**src/rtl/wp_pkg.sv**
```systemverilog
// Shared types and constants for the panel push-button path.
// Test-plan constants let the bench build the top with the same values.
package wp_pkg;

   typedef enum logic [1:0] {
      IDLE,
      PRESS_CHK,
      PRESSED,
      REL_CHK
   } btn_state_t;

   localparam int DB_CYCLES_DEF     = 1_000_000;
   localparam int REPEAT_DELAY_DEF  = 50_000_000;
   localparam int REPEAT_PERIOD_DEF = 20_000_000;

   localparam int TP_DB_CYCLES     = 4;
   localparam int TP_REPEAT_DELAY  = 10;
   localparam int TP_REPEAT_PERIOD = 4;

   // Bits needed to hold values 0..n.
   function automatic int cnt_width(input int n);
      return (n < 1) ? 1 : $clog2(n + 1);
   endfunction

   function automatic int max2(input int a, input int b);
      return (a > b) ? a : b;
   endfunction

endpackage

```
**src/rtl/sync_2ff.sv**
```systemverilog
// Two-flop synchronizer for asynchronous panel inputs.
// Both stages reset to 0; q_o is the second stage.
import wp_pkg::*;

module sync_2ff #(
   parameter int W = 1
) (
   input  logic         clk_i,
   input  logic         rst_ni,
   input  logic [W-1:0] d_i,
   output logic [W-1:0] q_o
);

   logic [W-1:0] s1_q;
   logic [W-1:0] s2_q;

   // Metastability filter: sample, then resample.
   always_ff @(posedge clk_i or negedge rst_ni) begin
      if (!rst_ni) begin
         s1_q <= '0;
         s2_q <= '0;
      end else begin
         s1_q <= d_i;
         s2_q <= s1_q;
      end
   end

   assign q_o = s2_q;

endmodule

```
**src/rtl/btn_debounce_pulse.sv**
```systemverilog
// Button conditioner: sync -> debounce FSM -> press/release pulses.
// Optional auto-repeat while held: define BTN_REPEAT_EN.
import wp_pkg::*;

module btn_debounce_pulse #(
   parameter int DB_CYCLES     = DB_CYCLES_DEF,
   parameter int REPEAT_DELAY  = REPEAT_DELAY_DEF,
   parameter int REPEAT_PERIOD = REPEAT_PERIOD_DEF
) (
   input  logic clk,
   input  logic rst_n,
   input  logic btn_raw,
   output logic btn_level,
   output logic press_pulse,
   output logic release_pulse
);

   localparam int CW = cnt_width(DB_CYCLES);
   localparam logic [CW-1:0] DB_LAST = CW'(DB_CYCLES - 1);

   logic btn_sync;

   btn_state_t state_q, state_d;
   logic [CW-1:0] cnt_q, cnt_d;
   logic level_q, level_d;
   logic press_q, press_d;
   logic rel_q, rel_d;
   logic enter_pressed;
   logic stay_pressed;
   logic rep_fire;

   sync_2ff #(
      .W(1)
   ) u_sync (
      .clk_i (clk),
      .rst_ni(rst_n),
      .d_i   (btn_raw),
      .q_o   (btn_sync)
   );

   // Debounce next-state: a transition is accepted only after
   // DB_CYCLES consecutive samples at the new level.
   always_comb begin
      state_d       = state_q;
      cnt_d         = cnt_q;
      level_d       = level_q;
      press_d       = 1'b0;
      rel_d         = 1'b0;
      enter_pressed = 1'b0;
      stay_pressed  = 1'b0;
      unique case (state_q)
         IDLE: begin
            if (btn_sync) begin
               state_d = PRESS_CHK;
               cnt_d   = '0;
            end
         end
         PRESS_CHK: begin
            if (!btn_sync) begin
               state_d = IDLE;
               cnt_d   = '0;
            end else if (cnt_q == DB_LAST) begin
               state_d       = PRESSED;
               cnt_d         = '0;
               level_d       = 1'b1;
               press_d       = 1'b1;
               enter_pressed = 1'b1;
            end else begin
               cnt_d = cnt_q + 1'b1;
            end
         end
         PRESSED: begin
            if (!btn_sync) begin
               state_d = REL_CHK;
               cnt_d   = '0;
            end else begin
               stay_pressed = 1'b1;
            end
         end
         REL_CHK: begin
            if (btn_sync) begin
               state_d = PRESSED;
               cnt_d   = '0;
            end else if (cnt_q == DB_LAST) begin
               state_d = IDLE;
               cnt_d   = '0;
               level_d = 1'b0;
               rel_d   = 1'b1;
            end else begin
               cnt_d = cnt_q + 1'b1;
            end
         end
         default: begin
            state_d = IDLE;
            cnt_d   = '0;
         end
      endcase
   end

   // Debounce state and registered outputs.
   always_ff @(posedge clk or negedge rst_n) begin
      if (!rst_n) begin
         state_q <= IDLE;
         cnt_q   <= '0;
         level_q <= 1'b0;
         press_q <= 1'b0;
         rel_q   <= 1'b0;
      end else begin
         state_q <= state_d;
         cnt_q   <= cnt_d;
         level_q <= level_d;
         press_q <= press_d | rep_fire;
         rel_q   <= rel_d;
      end
   end

`ifdef BTN_REPEAT_EN
   localparam int RW = cnt_width(max2(REPEAT_DELAY, REPEAT_PERIOD));
   localparam logic [RW-1:0] DLY_LAST = RW'(REPEAT_DELAY - 1);
   localparam logic [RW-1:0] PER_LAST = RW'(REPEAT_PERIOD - 1);

   logic [RW-1:0] rep_q, rep_d;
   logic first_q, first_d;

   // Repeat timer: counts only while held in PRESSED, holds in
   // REL_CHK, and restarts on every fresh accepted press.
   always_comb begin
      rep_d    = rep_q;
      first_d  = first_q;
      rep_fire = 1'b0;
      if (enter_pressed) begin
         rep_d   = '0;
         first_d = 1'b1;
      end else if (stay_pressed) begin
         if (rep_q == (first_q ? DLY_LAST : PER_LAST)) begin
            rep_fire = 1'b1;
            rep_d    = '0;
            first_d  = 1'b0;
         end else begin
            rep_d = rep_q + 1'b1;
         end
      end
   end

   // Repeat timer registers.
   always_ff @(posedge clk or negedge rst_n) begin
      if (!rst_n) begin
         rep_q   <= '0;
         first_q <= 1'b0;
      end else begin
         rep_q   <= rep_d;
         first_q <= first_d;
      end
   end
`else
   logic unused_rep;

   assign rep_fire   = 1'b0;
   assign unused_rep = ^{enter_pressed, stay_pressed,
                         32'(REPEAT_DELAY), 32'(REPEAT_PERIOD)};
`endif

   assign btn_level     = level_q;
   assign press_pulse   = press_q;
   assign release_pulse = rel_q;

endmodule

```
**config.mk**
```make
export PLATFORM = sky130hd
export DESIGN_NAME = btn_debounce_pulse
export DESIGN_NICKNAME = d
export VERILOG_FILES = /design/src/rtl/wp_pkg.sv /design/src/rtl/sync_2ff.sv /design/src/rtl/btn_debounce_pulse.sv
export SDC_FILE = /design/constraint.sdc
export NUM_CORES = 1
export LEC_CHECK = 0
export ABC_AREA = 1
export ABC_CLOCK_PERIOD_IN_PS = 3630
export BUFFER_PORTS_ARGS = -buffer_cell sky130_fd_sc_hd__buf_2
export CELL_PAD_IN_SITES_DETAIL_PLACEMENT = 0
export CELL_PAD_IN_SITES_GLOBAL_PLACEMENT = 1
export CORE_MARGIN = 4
export CORE_UTILIZATION = 31
export CTS_CLUSTER_DIAMETER = 30
export DETAILED_ROUTE_END_ITERATION = 10
export PLACE_DENSITY = 0.67
export SETUP_SLACK_MARGIN = 0.02
export SLEW_MARGIN = 20
export SYNTH_ARGS = -nofsm -noshare
export SYNTH_HDL_FRONTEND = slang
export SYNTH_HIERARCHICAL = 1
export SYNTH_SLANG_ARGS = --single-unit
export TNS_END_PERCENT = 50
```
**constraint.sdc**
```tcl
create_clock -name clk -period 3.63 [get_ports clk]
set_clock_uncertainty 0.2 [all_clocks]
set_input_delay 0 -clock clk [delete_from_list [all_inputs] [get_ports clk]]
set_output_delay 0 -clock clk [all_outputs]
set_load 0.05 [all_outputs]
```
==> impl_metrics.env <==
export IMPL_status="finished, final reports clean"
export IMPL_grtUsageTotal=0.132
export IMPL_cts_resized=0
export IMPL_yosysUniqueCellTypes=28
export IMPL_cp_end_kind="flop"
export IMPL_maxCapViolations=0
export IMPL_port_buffer_count=5
export IMPL_drtIter0Drc=92
export IMPL_ant_nets=0
export IMPL_firstDrtPassIters=4
export IMPL_p_per_area_mw_per_mm2=344
export IMPL_crit_fanout=11
export IMPL_dieArea_mm2=0.00693
export IMPL_area_growth_pct=9.20
export IMPL_nFillCells=603
export IMPL_drc_errors=0
export IMPL_cts_sinks=27
export IMPL_setup_tns_ns=0
export IMPL_syn_inst=234
export IMPL_syn_num_nets=238
export IMPL_ir_drop_mv=0.205
export IMPL_synth_seq_cells=27
export IMPL_drive_above_1_share=0.178
export IMPL_num_vias=1494
export IMPL_root_buffer="clkbuf_8"
export IMPL_grt_pass1_vias=1561
export IMPL_yosys_warnings=6
export IMPL_hold_violations=0
export IMPL_slew_violations=0
export IMPL_antenna_found_initial=0
export IMPL_dpl_hpwl_mm=3.17
export IMPL_fp_row_count=27
export IMPL_gp_congestion=0.816
export IMPL_diodes=0
export IMPL_p_leak_nw=0.774
export IMPL_criticalPathCategory="reg2reg"
export IMPL_slowest_delay_ns=0.53
export IMPL_crit_chain="ha_1 > nand3_2 > nor2_4 > nand3_4 > nor2_4 > nor2_2 > nand3_1 > nand2_1"
export IMPL_die_x_um=83.2
export IMPL_slew_headroom=0.540
export IMPL_initial_core_util=0.319
export IMPL_avgRoutedWirePerCell_um=13.4
export IMPL_cts_buffer_depth=2
export IMPL_synth_area_per_cell_um2=7.50
export IMPL_grt_setup_unrepaired="false"
export IMPL_io_pins=6
export IMPL_cp_data_arrival_time_ns=2.12
export IMPL_path_common_cell="nor2_4"
export IMPL_cts_made_buffers=3
export IMPL_path_clk_slew_ns=0.11
export IMPL_routed_wl_mm=4.21
export IMPL_clock_latency_ns=0.28
export IMPL_fp_dieH_um=83.2
export IMPL_fmax_mhz=477
export IMPL_min_path_type="in2async"
export IMPL_start_kind="flop"
export IMPL_htree_levels=1
export IMPL_finalCritPeriodShare=0.577
export IMPL_gr_total_overflow=0
export IMPL_holdWs_ns=0.0569
export IMPL_avgViaCountPerCell=4.76
export IMPL_grt_max_degree=28
export IMPL_synth_seq_area_share=0.385
export IMPL_critical_path_required_ns=3.66
export IMPL_final_net_count=247
export IMPL_grt_first_pass_wirelength_mm=7.51
export IMPL_worst_pin_slew_ns=0.689
export IMPL_cp_slowest_cell="nor2_2"
export IMPL_tritoncts="yes"
export IMPL_setup_viol=0
export IMPL_fin_crit_ns=2.09
export IMPL_syn_cell_area_mm2=0.00175
export IMPL_core_area_mm2=0.00551
==> report_power, final <==
part / leakage, nW / switching [W] / total (W) / internal [W]
registers: 0.369 / 0.0000302 / 0.000348 / 0.000317
clock network: 0.0261 / 0.000109 / 0.000190 / 0.0000809
logic: 0.379 / 0.0000815 / 0.000121 / 0.0000392
==> layer usage <==
layer  track usage  wire length (um)  up-vias  share of wire
met5             0                 0        -              0
met1         0.177              2050      696           0.49
met2         0.213              1900       23           0.45
li1              -                 -      768              -
met4        0.0401                80        0          0.019
met3        0.0288               179        7          0.043
==> synth_stat cells, drive strengths merged <==
| cell | n | area, um^2 |
|---|---|---|
| mux2i | 1 | 10.0 |
| a21oi | 1 | 5.00 |
| inv | 20 | 75.1 |
| nand4 | 8 | 65.1 |
| buf | 4 | 31.3 |
| o22ai | 6 | 37.5 |
| nor2 | 39 | 189 |
| dfrtp | 27 | 676 |
| o21ai | 5 | 25.0 |
| xnor2 | 1 | 8.76 |
| nand2 | 88 | 355 |
| nand3 | 23 | 178 |
| or2 | 1 | 6.26 |
| nor3 | 1 | 5.00 |
| ha | 1 | 12.5 |
| o21bai | 5 | 48.8 |
| xor2 | 3 | 26.3 |
==> cell families (layout without fill, tap and decap cells) <==
| logic type | after synthesis | after routing | synth area share |
|---|---|---|---|
| compound gates | 17 | 17 | 0.0663 |
| flops | 27 | 27 | 0.385 |
| fa+ha+maj | 1 | 1 | 0.00713 |
| simple gates | 160 | 160 | 0.455 |
| mux | 1 | 1 | 0.00571 |
| xor+xnor | 4 | 4 | 0.0200 |
| buf+inv | 24 | 32 | 0.0606 |
==> sequential cells by signal, summed over array words and instances, names as in the netlist, named ones only <==
signal         flops
btn_level          1
u_sync/s1_q        1
u_sync/q_o         1
cnt_q             20
state_q            1
release_pulse      1
press_pulse        1
==> worst paths after layout <==
kind                              from          end  slack (ns)  cells past startpoint
hold / removal                   rst_n     cnt_q[9]        0.06                      2
max in group asynchronous        rst_n     cnt_q[6]        2.77                      2
setup / recovery              cnt_q[0]    cnt_q[12]        1.54                      8
hold reg to reg            u_sync/s1_q   u_sync/q_o        0.16                      0
setup reg to reg              cnt_q[0]    cnt_q[12]        1.54                      8
min in group clk               btn_raw  u_sync/s1_q        0.16                      2
==> cell usage in the layout (no fill, tap or decap), drive strengths merged, types with 2 or more instances in the layout <==
master | synthesis | layout
buf | 4 | 6
dlygate4sd3 | 0 | 2
nand3 | 23 | 23
inv | 20 | 21
o21bai | 5 | 5
dfrtp | 27 | 27
o21ai | 5 | 5
o22ai | 6 | 6
nor2 | 39 | 39
clkbuf | 0 | 3
xor2 | 3 | 3
nand2 | 88 | 88
nand4 | 8 | 8
==> critical path, delay by kind of cell (launching register included) <==
family | cells | cell delay (ns)
adders and majority gates | 1 | 0.29
and+or+nand+nor | 7 | 1.10
DFF | 1 | 0.46
==> metrics by stage <==
step	instance area, um^2	worst slack (ns)	util	cells	total power [W]
final	1920	1.54	0.348	314	0.000659
after global routing	1920	1.33	0.348	314	0.000701
after CTS	1920	1.48	0.348	314	0.000673
after detailed placement	1850	1.54	0.335	308	0.000474
after global placement	1850	1.59	0.335	308	0.000477
after floorplan	1750	1.91	-	234	0.000443
==> layout make-up <==
cell class	instances	area, um^2	share of cell area
timing repair buffer	8	52.6	0.0274
clock buffer	3	41.3	0.0216
inverter	20	75.1	0.0392
sequential	27	676	0.353
clock inverter	1	8.76	0.00457
multi-input combinational	183	972	0.508
tap	72	90.1	0.0470
==> timing repair <==
action | 4_1_cts | 5_1_grt
buffers inserted | 0 | 0
endpoints found under the hold margin | 28 | 0
hold buffers | 2 | 0
Power figures use the tool's default switching activity.
